File: src/rtl/t04_timeout_counter_bank.sv
// Bank of independent elapsed-time counters with restart strobe, clear, hold,
// optional wrap, and a programmable timeout threshold per channel.
module t04_timeout_counter_bank #(
    parameter int WIDTH    = 23,
    parameter int CHANNELS = 2,
    parameter int WRAP     = 0
) (
    input  logic                      clk,
    input  logic                      rst,
    input  logic [CHANNELS-1:0]       enable_edge,
    input  logic [CHANNELS-1:0]       clear,
    input  logic [CHANNELS-1:0]       hold,
    input  logic [CHANNELS*WIDTH-1:0] threshold,
    output logic [CHANNELS*WIDTH-1:0] ct,
    output logic [CHANNELS-1:0]       expired,
    output logic [CHANNELS-1:0]       timeout_pulse,
    output logic [CHANNELS-1:0]       sat,
    output logic                      any_expired
);

    localparam logic [WIDTH-1:0] ONE = {{(WIDTH-1){1'b0}}, 1'b1};

    generate
        for (genvar gi = 0; gi < CHANNELS; gi++) begin : g_ch
            logic [WIDTH-1:0] r_ct;
            logic             r_pulse;
            logic [WIDTH-1:0] w_ct_next;
            logic [WIDTH-1:0] w_thr;
            logic             w_at_max;
            logic             w_pulse_next;

            assign w_thr    = threshold[gi*WIDTH +: WIDTH];
            assign w_at_max = &r_ct;

            always_comb begin
                w_ct_next = r_ct + ONE;
                if (clear[gi]) begin
                    w_ct_next = '0;
                end else if (enable_edge[gi]) begin
                    // A strobe on an idle counter starts it; otherwise it restarts from 0.
                    w_ct_next = (r_ct == '0) ? ONE : '0;
                end else if (hold[gi]) begin
                    w_ct_next = r_ct;
                end else if (w_at_max) begin
                    w_ct_next = (WRAP != 0) ? '0 : r_ct;
                end
            end

            // Pulse only on the transition onto the threshold, so holding there is silent.
            assign w_pulse_next = (w_thr != '0) && (w_ct_next == w_thr) && (r_ct != w_thr);

            always_ff @(posedge clk) begin
                if (rst) begin
                    r_ct    <= '0;
                    r_pulse <= 1'b0;
                end else begin
                    r_ct    <= w_ct_next;
                    r_pulse <= w_pulse_next;
                end
            end

            assign ct[gi*WIDTH +: WIDTH] = r_ct;
            assign expired[gi]           = (w_thr != '0) && (r_ct >= w_thr);
            assign sat[gi]               = w_at_max;
            assign timeout_pulse[gi]     = r_pulse;
        end
    endgenerate

    assign any_expired = |expired;

endmodule

File: config.mk
export PLATFORM = sky130hd
export DESIGN_NAME = t04_timeout_counter_bank
export DESIGN_NICKNAME = d
export VERILOG_FILES = /design/src/rtl/t04_timeout_counter_bank.sv
export SDC_FILE = /design/constraint.sdc
export NUM_CORES = 1
export LEC_CHECK = 0
export BUFFER_PORTS_ARGS = -buffer_cell sky130_fd_sc_hd__buf_2
export CORE_MARGIN = 2
export CORE_UTILIZATION = 60
export DETAILED_ROUTE_END_ITERATION = 10
export PLACE_DENSITY = 0.93
export SLEW_MARGIN = 20
export SYNTH_ARGS = -nofsm -noshare
export SYNTH_HDL_FRONTEND = slang
export SYNTH_SLANG_ARGS = --single-unit
File: constraint.sdc
create_clock -name clk -period 8 [get_ports clk]
set_input_delay 1.2 -clock clk [delete_from_list [all_inputs] [get_ports clk]]
set_output_delay 1.2 -clock clk [all_outputs]
set_load 0.05 [all_outputs]
**Word-level counts from Yosys, hierarchy flattened**

Cells that the tools add are included.

- Add/subtract/negate cells: 2
- $mul: 0
- Div/mod/pow operators: 0
- Magnitude comparators: 2
- Equality and inequality tests: 4
- Shifts and indexed selects: 0
- Mux-type cells: 10
- Bitwise gates (word level): 0
- Reduce and logical (&&, ||, !) cells: 13

Operator list:

| cell | number |
|---|---|
| 2-to-1 mux 23 bit | 8 |
| adder 23 x 1 -> 23 bit (second input constant) | 2 |
| equality test 23 bit | 2 |
| greater-or-equal comparator 23 bit | 2 |
| zero test 23 bit | 2 |
| inequality test 23 bit | 2 |
| AND reduction 23 bit | 2 |
| nonzero test 23 bit | 2 |
| logical AND 1 bit | 6 |
| 2-to-1 mux 1 bit | 2 |
| OR reduction 2 bit | 1 |

- Register bits: 48
- Latch bits: 0
- Memory bits (writable): 0
- Memory bits (read-only): 0
- Bits of input ports: 54
- Output and inout port bits: 53
- Memories kept: 0

**Longest topological paths before layout**

Gate-level depths: netlist of run 1.

- Word-level depth: 8
- Depth in mapped cells: 11
- Gate-level depth less buffers: 11

**Worst setup path before layout of run 1**

No wires, ideal clock.

- Path kind: input port to output port
- Start: input threshold[24]
- End: output any_expired
- Arrival: 3327 ps
- Setup slack: 3473 ps
- Stages: 11
- Buffers on the path: 0
- Cells stage by stage: inv_1 -> ha_1 -> nor2b_1 -> o21a_1 -> o21ai_0 -> nand2b_1 -> a21oi_1 -> o21ai_1 -> a31o_2 -> a2111oi_0 -> o22ai_1

- Word-level cells in the longest chain between the ends: 3

RTL lines:

| item | line | text |
|---|---|---|
| from (decl) | 13 | `input logic [CHANNELS*WIDTH-1:0] threshold,` |
| greater-or-equal comparator 23 bit or nonzero test 23 bit (tied branches) | 63 | `assign expired[gi] = (w_thr != '0) && (r_ct >= w_thr);` |
| logical AND 1 bit * | 63 |  |
| OR reduction 2 bit * | 69 | `assign any_expired = \|expired;` |
| to (decl) | 18 | `output logic any_expired` |

Mark *: on every way between the ends. The rest lies on a longest branch, timed or not.

**Final worst setup path of run 1**

Same ends and word-level chain as after synthesis.

==> parameters.txt, run 1 <==
Parameter                              Value

Yosys
  Library cell occupying the most area in the post-synthesis netlist    dfxtp_1
  Most common cell in the synthesized netlist    nor2_1
  Share of Yosys cell area claimed by the top area cell type    19.8%
  Number of library cell types mapped by synthesis    56
  Net count after synthesis    768
  Mapped Avg Cell Area    7.31 µm²
  Cell Area, Synth    4860 µm²
  Leading cell types by total area after synthesis    dfxtp_1 (20%), ha_1 (13%), xnor2_1 (8.5%)
  Ranking of synthesized cells by instance count    nor2_1 (76), inv_1 (53), ha_1 (50), dfxtp_1 (48), xnor2_1 (47)
  Share of async-settable or async-resettable flops after synthesis    0%
  Main synth FF type    dfxtp_1
  Count of yosys warnings during synthesis    0
  Flops & latches, synth    48
  Number of enable flip-flop cells after synthesis    0
  Synthesized netlist cell count    664
  Sequential area share after synthesis    19.8%

CTS
  Library cell used as clock root buffer    clkbuf_8
  Clock-pin slew on the worst setup and hold paths    0.10 ns
  Total number of H-tree levels    2
  Maximum buffer depth of the clock tree    2
  Number of setup buffers added after CTS    0
  TritonCTS clock tree    yes
  Number of buffers inserted by hold repair at cts    0
  Insertion delay to the later sink of the worst-skew pair    0.32 ns
  Clock sink count    48
  CTS buffer count    5
  Number of resized instances in the post-cts repair step    0

Worst setup path
  CP most frequent cell    buf_2
  Start of the worst register-to-register path    g_ch[1].r_ct[1]
  Worst endpoint data arrival time    3.68 ns
  Critical Path Start Type    input port
  Crit path max fanout    5
  Top cell family by delay on the critical path    compound AO/OA/AOI/OAI gates
  Crit. Startpoint    threshold[24]
  Crit end category    output port
  Start-to-end type of the worst setup path    in2out
  Cell-by-cell listing of the critical path    buf_2 -> inv_1 -> ha_1 -> nor2b_1 -> o21a_1 -> o21ai_0 -> nand2b_1 -> a21oi_1 -> o21ai_1 -> a31o_2 -> a2111oi_0 -> o22ai_1 -> buf_2
  Library cell contributing the largest single delay on the critical path    a2111oi_0
  Crit-path max cell delay    0.56 ns
  Data required, critical path    6.80 ns
  CP Buf/Inv Count    3

Placed design
  Detailed placement HPWL    12.9 mm
  Routability Congestion    1.09
  Number of I/O port buffers    106

Final layout
  Number of antenna diodes    0
  Share of post-route cells with drive strength above 1    17.2%
  Area Growth Syn to Fin    13.6%
  Footprint of the multi-input gates    3580 µm²
  FF/Latch Area    961 µm²
  Nets@finish    860
  Total of fill cells in the finished design    707

Power and ir drop
  Leak Pwr    0.00247 µW
  Power per unit of standard cell area    91.7 nW/µm²
  Max VDD drop    67.4 µV
  Final Total Pwr    506 µW

Drt
  Ratio of routed vias to standard cells    6.51
  Routed wirelength normalized by instance count    19.3 µm
  Remaining design rule violation count    0
  Number of nets with antenna violations after routing    0
  Routed WL    16.6 mm
  Number of search-and-repair iterations in the first detailed-routing pass    6
  Via Count    5595
  DRT iter0 DRCs    613

STA
  Final-report hold violation count    0
  Max Slew Vio Count    0
  Final period utilization    61.0%
  Setup TNS    0 ns
  Final setup viols    0
  Setup repair after global routing missed its margin    no
  Period minus WS final    4.88 ns
  Clock Skews    0.0168 ns
  Actual slew at the worst max-slew pin    0.830 ns
  Worst slew margin    44.7%
  Fmax    205 MHz

Global route
  Global routing usage summed across all routing layers    37.0%
  Initial antenna violation count    0
  Pin count of the biggest net entering global routing    23
  GR Overflow Total    0
  Via count of the first global-routing pass    4961
  First-pass GRT wire length    25.6 mm

Run
  Max Cap Viol    0

Floorplanning
  Number of standard-cell rows in the floorplan    32
  Die width    94.0 µm
  Area of the core    7770 µm²
  Starting density of the core    62.5%
  Floorplan die height    94.0 µm
  Area of the die    8830 µm²
  Number of I/O pins    107

Hold path
  Path category of the worst min-delay check    reg2reg
  Hold path start    g_ch[1].r_ct[8]

Run status
  Result of the run    completed
## report_power, final
| part | internal [µW] | switching [µW] |
|---|---|---|
| combinational | 35.3 | 61.8 |
| clock | 70.4 | 97.1 |
| sequential | 240 | 1.61 |
## cells by family (layout without fill, tap and decap cells)
| family | after synthesis | count (layout) | share of synthesized area (%) |
|---|---|---|---|
| flops | 48 | 48 | 19.8 |
| compound gates | 121 | 121 | 15.9 |
| xor+xnor | 61 | 61 | 11.0 |
| fa+ha+maj | 50 | 50 | 12.9 |
| simple gates | 300 | 300 | 32.5 |
| buf+inv | 77 | 170 | 6.44 |
| mux | 7 | 7 | 1.47 |
## worst paths after layout
check / to / slack [ns] / depth (start not counted)
worst max register to register: g_ch[1].r_pulse / 4.34 / 10
worst min register to register: g_ch[1].r_ct[8] / 0.65 / 2
worst max-delay path: any_expired / 3.12 / 13
worst min-delay path: g_ch[1].r_ct[8] / 0.65 / 2
## layer usage
metal | up-vias | part of all wire (%) | global-route usage [%]
met3 | 44 | 14 | 7.54
met4 | 0 | 1.9 | 9.06
met5 | - | 0 | 0
li1 | 2597 | - | -
met1 | 2519 | 42 | 54.1
met2 | 435 | 43 | 55.6
## area by class of cell
type,instances,area share (%)
repair buffers,108,9.89
inverters,54,3.67
multi-input cells,539,64.9
clock inverters,2,0.272
flip-flops and latches,48,17.4
clock buffers,6,1.50
well taps,102,2.31
## worst reg2reg max path, stage by stage, from the launching register on
cell	delay, ns
dfxtp_1	0.49
ha_1	0.33
nand4_1	0.21
nor3_1	0.59
and3_1	0.53
o21ai_0	0.19
and2_1	0.19
and3_1	0.17
o32ai_1	0.51
nor4_1	0.09
and4_1	0.25
## cells in the final DEF (no fill, tap or decap), types with 10 or more instances in the layout
cell type,Yosys,final
buf_2,7,106
nand2_1,41,41
xnor2_1,47,47
nand4_1,32,32
nor4_1,28,28
ha_1,50,50
and2_1,10,10
nor3_1,27,27
dfxtp_1,48,48
and3_1,12,12
inv_1,53,53
xor2_1,14,14
a21oi_1,37,37
nand3_1,26,26
o21ai_0,27,27
or3_1,13,13
nor2_1,76,76
## per-stage QoR
| step | std cells | util (%) | setup slack [ns] | instance area [µm²] | hold slack [ns] |
|---|---|---|---|---|---|
| 2_1_floorplan | 664 | - | 3.47 | 4860 | 0.788 |
| 3_3_place_gp | 851 | 69.8 | 3.24 | 5420 | 0.635 |
| 3_5_place_dp | 851 | 69.8 | 3.18 | 5420 | 0.624 |
| 4_1_cts | 859 | 71.0 | 3.16 | 5520 | 0.649 |
| 5_1_grt | 859 | 71.0 | 2.82 | 5520 | 0.704 |
| 6_report | 859 | 71.0 | 3.12 | 5520 | 0.655 |
## sequential cells by signal, summed over array words and instances, names as in the netlist
signal / count
g_ch.r_ct: 46
g_ch.r_pulse: 2
Note: power is estimated with default switching activity, not from simulation.
==> run 2: changes to the inputs <==
--- a/config.mk
+++ b/config.mk
@@ -7,9 +7,9 @@
 export LEC_CHECK = 0
 export BUFFER_PORTS_ARGS = -buffer_cell sky130_fd_sc_hd__buf_2
 export CORE_MARGIN = 2
-export CORE_UTILIZATION = 60
+export CORE_UTILIZATION = 56
 export DETAILED_ROUTE_END_ITERATION = 10
-export PLACE_DENSITY = 0.93
+export PLACE_DENSITY = 0.88
 export SLEW_MARGIN = 20
 export SYNTH_ARGS = -nofsm -noshare
 export SYNTH_HDL_FRONTEND = slang
==> constraint.sdc (replaced) <==
create_clock -name clk -period 5.1 [get_ports clk]
set_input_delay 0.765 -clock clk [delete_from_list [all_inputs] [get_ports clk]]
set_output_delay 0.765 -clock clk [all_outputs]
set_load 0.05 [all_outputs]
==> run 2 against run 1 <==
Against the previous run: clock power up 77%; clock skew is 0.0040 ns higher; critical path depth unchanged; power grew 64%; setup slack got worse by 2.1 ns; sequential power up 57%; design area up 0.25%; via count grew 1.2%; die area is 6.8% higher; first-iteration DRC count increased by 2.0%; global-route usage is 2.2 points lower; critical path type unchanged; highest routed layer unchanged.
==> parameters.txt, run 2 (synthesis results as in run 1) <==
Parameter                              Value

Run status
  Result of the run    completed (unchanged)

Floorplanning
  Starting density of the core    58.5% (was 62.5%)
  Area of the die    9430 µm² (was 8830 µm²)
  Die width    97.1 µm (was 94.0 µm)
  Area of the core    8300 µm² (was 7770 µm²)
  Number of standard-cell rows in the floorplan    33 (was 32)
  Floorplan die height    97.1 µm (was 94.0 µm)
  Number of I/O pins    107 (unchanged)

STA
  Worst slew margin    41.1% (was 44.7%)
  Period minus WS final    4.06 ns
  Final period utilization    79.6%
  Max Slew Vio Count    0 (unchanged)
  PnR worst setup slack    1.04 ns (was 3.12 ns)
  Actual slew at the worst max-slew pin    0.881 ns (was 0.830 ns)
  Fmax    246 MHz
  Final setup viols    0 (unchanged)
  Final-report hold violation count    0 (unchanged)
  Final hold slack    0.647 ns (was 0.655 ns)
  Clock Skews    0.0208 ns (was 0.0168 ns)
  Setup repair after global routing missed its margin    no (unchanged)
  Setup TNS    0 ns (unchanged)

Final layout
  Footprint of the multi-input gates    3580 µm² (unchanged)
  Area Growth Syn to Fin    13.9% (was 13.6%)
  Commonest cells after routing, fill and taps aside    buf_2 (106), nor2_1 (76), inv_1 (53) (unchanged)
  Number of flip-flops in the largest register    46 (unchanged)
  Nets@finish    860 (unchanged)
  Number of antenna diodes    0 (unchanged)
  Core Util, Final    66.7% (was 71.0%)
  Most flops, register    g_ch.r_ct (unchanged)
  Share of post-route cells with drive strength above 1    17.0% (was 17.2%)
  Total of fill cells in the finished design    749 (was 707)
  Largest regs    g_ch.r_ct: 46 flops, g_ch.r_pulse: 2 flops (unchanged)
  FF/Latch Area    961 µm² (unchanged)
  Commonest non-fill, non-tap cell in the layout    buf_2 (unchanged)

Power and ir drop
  Leak Pwr    0.00248 µW (was 0.00247 µW)
  Int Pwr    578 µW (was 345 µW)
  Net Sw Frac    30.4% (was 31.7%)
  Share of power burned in combinational logic    18.5% (was 19.2%)
  Clock network power share    35.9% (was 33.1%)
  Power per unit of standard cell area    150 nW/µm² (was 91.7 nW/µm²)
  Sequential cell fraction of total power    45.6% (was 47.7%)
  Final Total Pwr    830 µW (was 506 µW)
  Net switching component of the power    252 µW (was 161 µW)
  Max VDD drop    97.2 µV (was 67.4 µV)

CTS
  Clock-pin slew on the worst setup and hold paths    0.10 ns (about the same)
  Number of resized instances in the post-cts repair step    0 (unchanged)
  Clock sink count    48 (unchanged)
  Library cell used as clock root buffer    clkbuf_8 (unchanged)
  Number of buffers inserted by hold repair at cts    0 (unchanged)
  Insertion delay to the later sink of the worst-skew pair    0.33 ns (was 0.32 ns)
  TritonCTS clock tree    yes (unchanged)
  Total number of H-tree levels    2 (unchanged)
  Maximum buffer depth of the clock tree    2 (unchanged)
  CTS buffer count    5 (unchanged)
  Number of setup buffers added after CTS    0 (unchanged)

Drt
  DRT iter0 DRCs    625 (was 613)
  Number of search-and-repair iterations in the first detailed-routing pass    6 (unchanged)
  Number of nets with antenna violations after routing    0 (unchanged)
  Ratio of routed vias to standard cells    6.57 (was 6.51)
  Via Count    5664 (was 5595)
  Routed WL    16.9 mm (was 16.6 mm)
  Remaining design rule violation count    0 (unchanged)
  Routed wirelength normalized by instance count    19.7 µm (was 19.3 µm)

Global route
  GR Overflow Total    0 (unchanged)
  Via count of the first global-routing pass    5178 (was 4961)
  First-pass GRT wire length    26.7 mm (was 25.6 mm)
  Global routing usage summed across all routing layers    34.8% (was 37.0%)
  Pin count of the biggest net entering global routing    23 (unchanged)
  Initial antenna violation count    0 (unchanged)

Worst setup path
  Crit end category    output port (unchanged)
  R2r endpoint    g_ch[1].r_pulse (unchanged)
  Worst Setup EP    any_expired (unchanged)
  Data required, critical path    4.34 ns (was 6.80 ns)
  Reg-to-reg slack, setup    1.51 ns (was 4.34 ns)
  Worst endpoint data arrival time    3.29 ns (was 3.68 ns)
  Critical Path Start Type    input port (unchanged)
  Crit. Startpoint    threshold[24] (unchanged)
  Crit path max fanout    5 (unchanged)
  Start-to-end type of the worst setup path    in2out (unchanged)
  Start of the worst register-to-register path    g_ch[1].r_ct[1] (unchanged)
  Number of cells traversed by the worst register-to-register path    10 (unchanged)

Run
  Max Cap Viol    0 (unchanged)

Placed design
  Routability Congestion    1.03 (was 1.09)
  Detailed placement HPWL    13.3 mm (was 12.9 mm)
  Pre-CTS setup slack    1.09 ns (was 3.18 ns)
  Number of I/O port buffers    106 (unchanged)

Hold path
  Path category of the worst min-delay check    reg2reg (unchanged)
run 2: cell count changes in the layout (fill, tap and decap cells not counted):
cell	previous run	this run
clkbuf_8	6	5
clkinvlp_4	2	0
clkbuf_1	0	1
bufinv_16	0	1
clkinv_2	0	1
run 2: per-layer routing:
| metal | part of all wire (%) | up-vias | wire length [µm] | global-route usage, % |
|---|---|---|---|---|
| li1 | - | 2588 | - | - |
| met1 | 42 | 2606 | 7040 | 49.5 |
| met2 | 43 | 410 | 7240 | 51.1 |
| met3 | 13 | 60 | 2160 | 8.49 |
| met4 | 3.0 | 0 | 503 | 12.6 |
| met5 | 0 | - | 0 | 0 |
run 2: how the worst min path moves through the flow:
| stage | startpoint | to | slack [ns] | cells past startpoint |
|---|---|---|---|---|
| 2_1_floorplan | g_ch[1].r_ct[22] | g_ch[1].r_ct[22] | 0.79 | 2 |
| 3_3_place_gp | g_ch[1].r_ct[18] | g_ch[1].r_ct[18] | 0.60 | 2 |
| 3_5_place_dp | g_ch[1].r_ct[18] | g_ch[1].r_ct[18] | 0.62 | 2 |
| 4_1_cts | g_ch[1].r_ct[18] | g_ch[1].r_ct[18] | 0.65 | 2 |
| 5_1_grt | g_ch[0].r_ct[10] | g_ch[0].r_ct[10] | 0.70 | 1 |
| 6_report | g_ch[1].r_ct[18] | g_ch[1].r_ct[18] | 0.65 | 2 |
run 2: power groups by stage:
stage	clock [µW]	combinational [µW]	sequential (µW)
floorplan	0	75.6	392
global placement	0	143	387
detailed placement	0	148	387
CTS	300	149	378
global route	314	167	379
finish	298	154	378
run 2: worst max-delay path, stage by stage:
cell	delay, ns
buf_2	0.15
inv_1	0.06
ha_1	0.30
nor2b_1	0.13
o21a_1	0.16
o21ai_0	0.15
nand2b_1	0.07
a21oi_1	0.15
o21ai_1	0.09
a31o_2	0.27
a2111oi_0	0.62
o22ai_1	0.13
buf_2	0.24
run 2: cell type report:
cell class                      count  share of cell area (%)
Inverter                           54                    3.66
Sequential cell                    48                    17.4
Tap cell                          105                    2.38
Clock inverter                      2                   0.633
Clock buffer                        6                    1.31
Multi-Input combinational cell    539                    64.8
Timing Repair Buffer              108                    9.86
run 2: metrics by stage:
step	std cells	instance area (µm²)
final	862	5530
after global routing	862	5530
after CTS	862	5530
after detailed placement	854	5420
after global placement	854	5420
after floorplan	664	4860
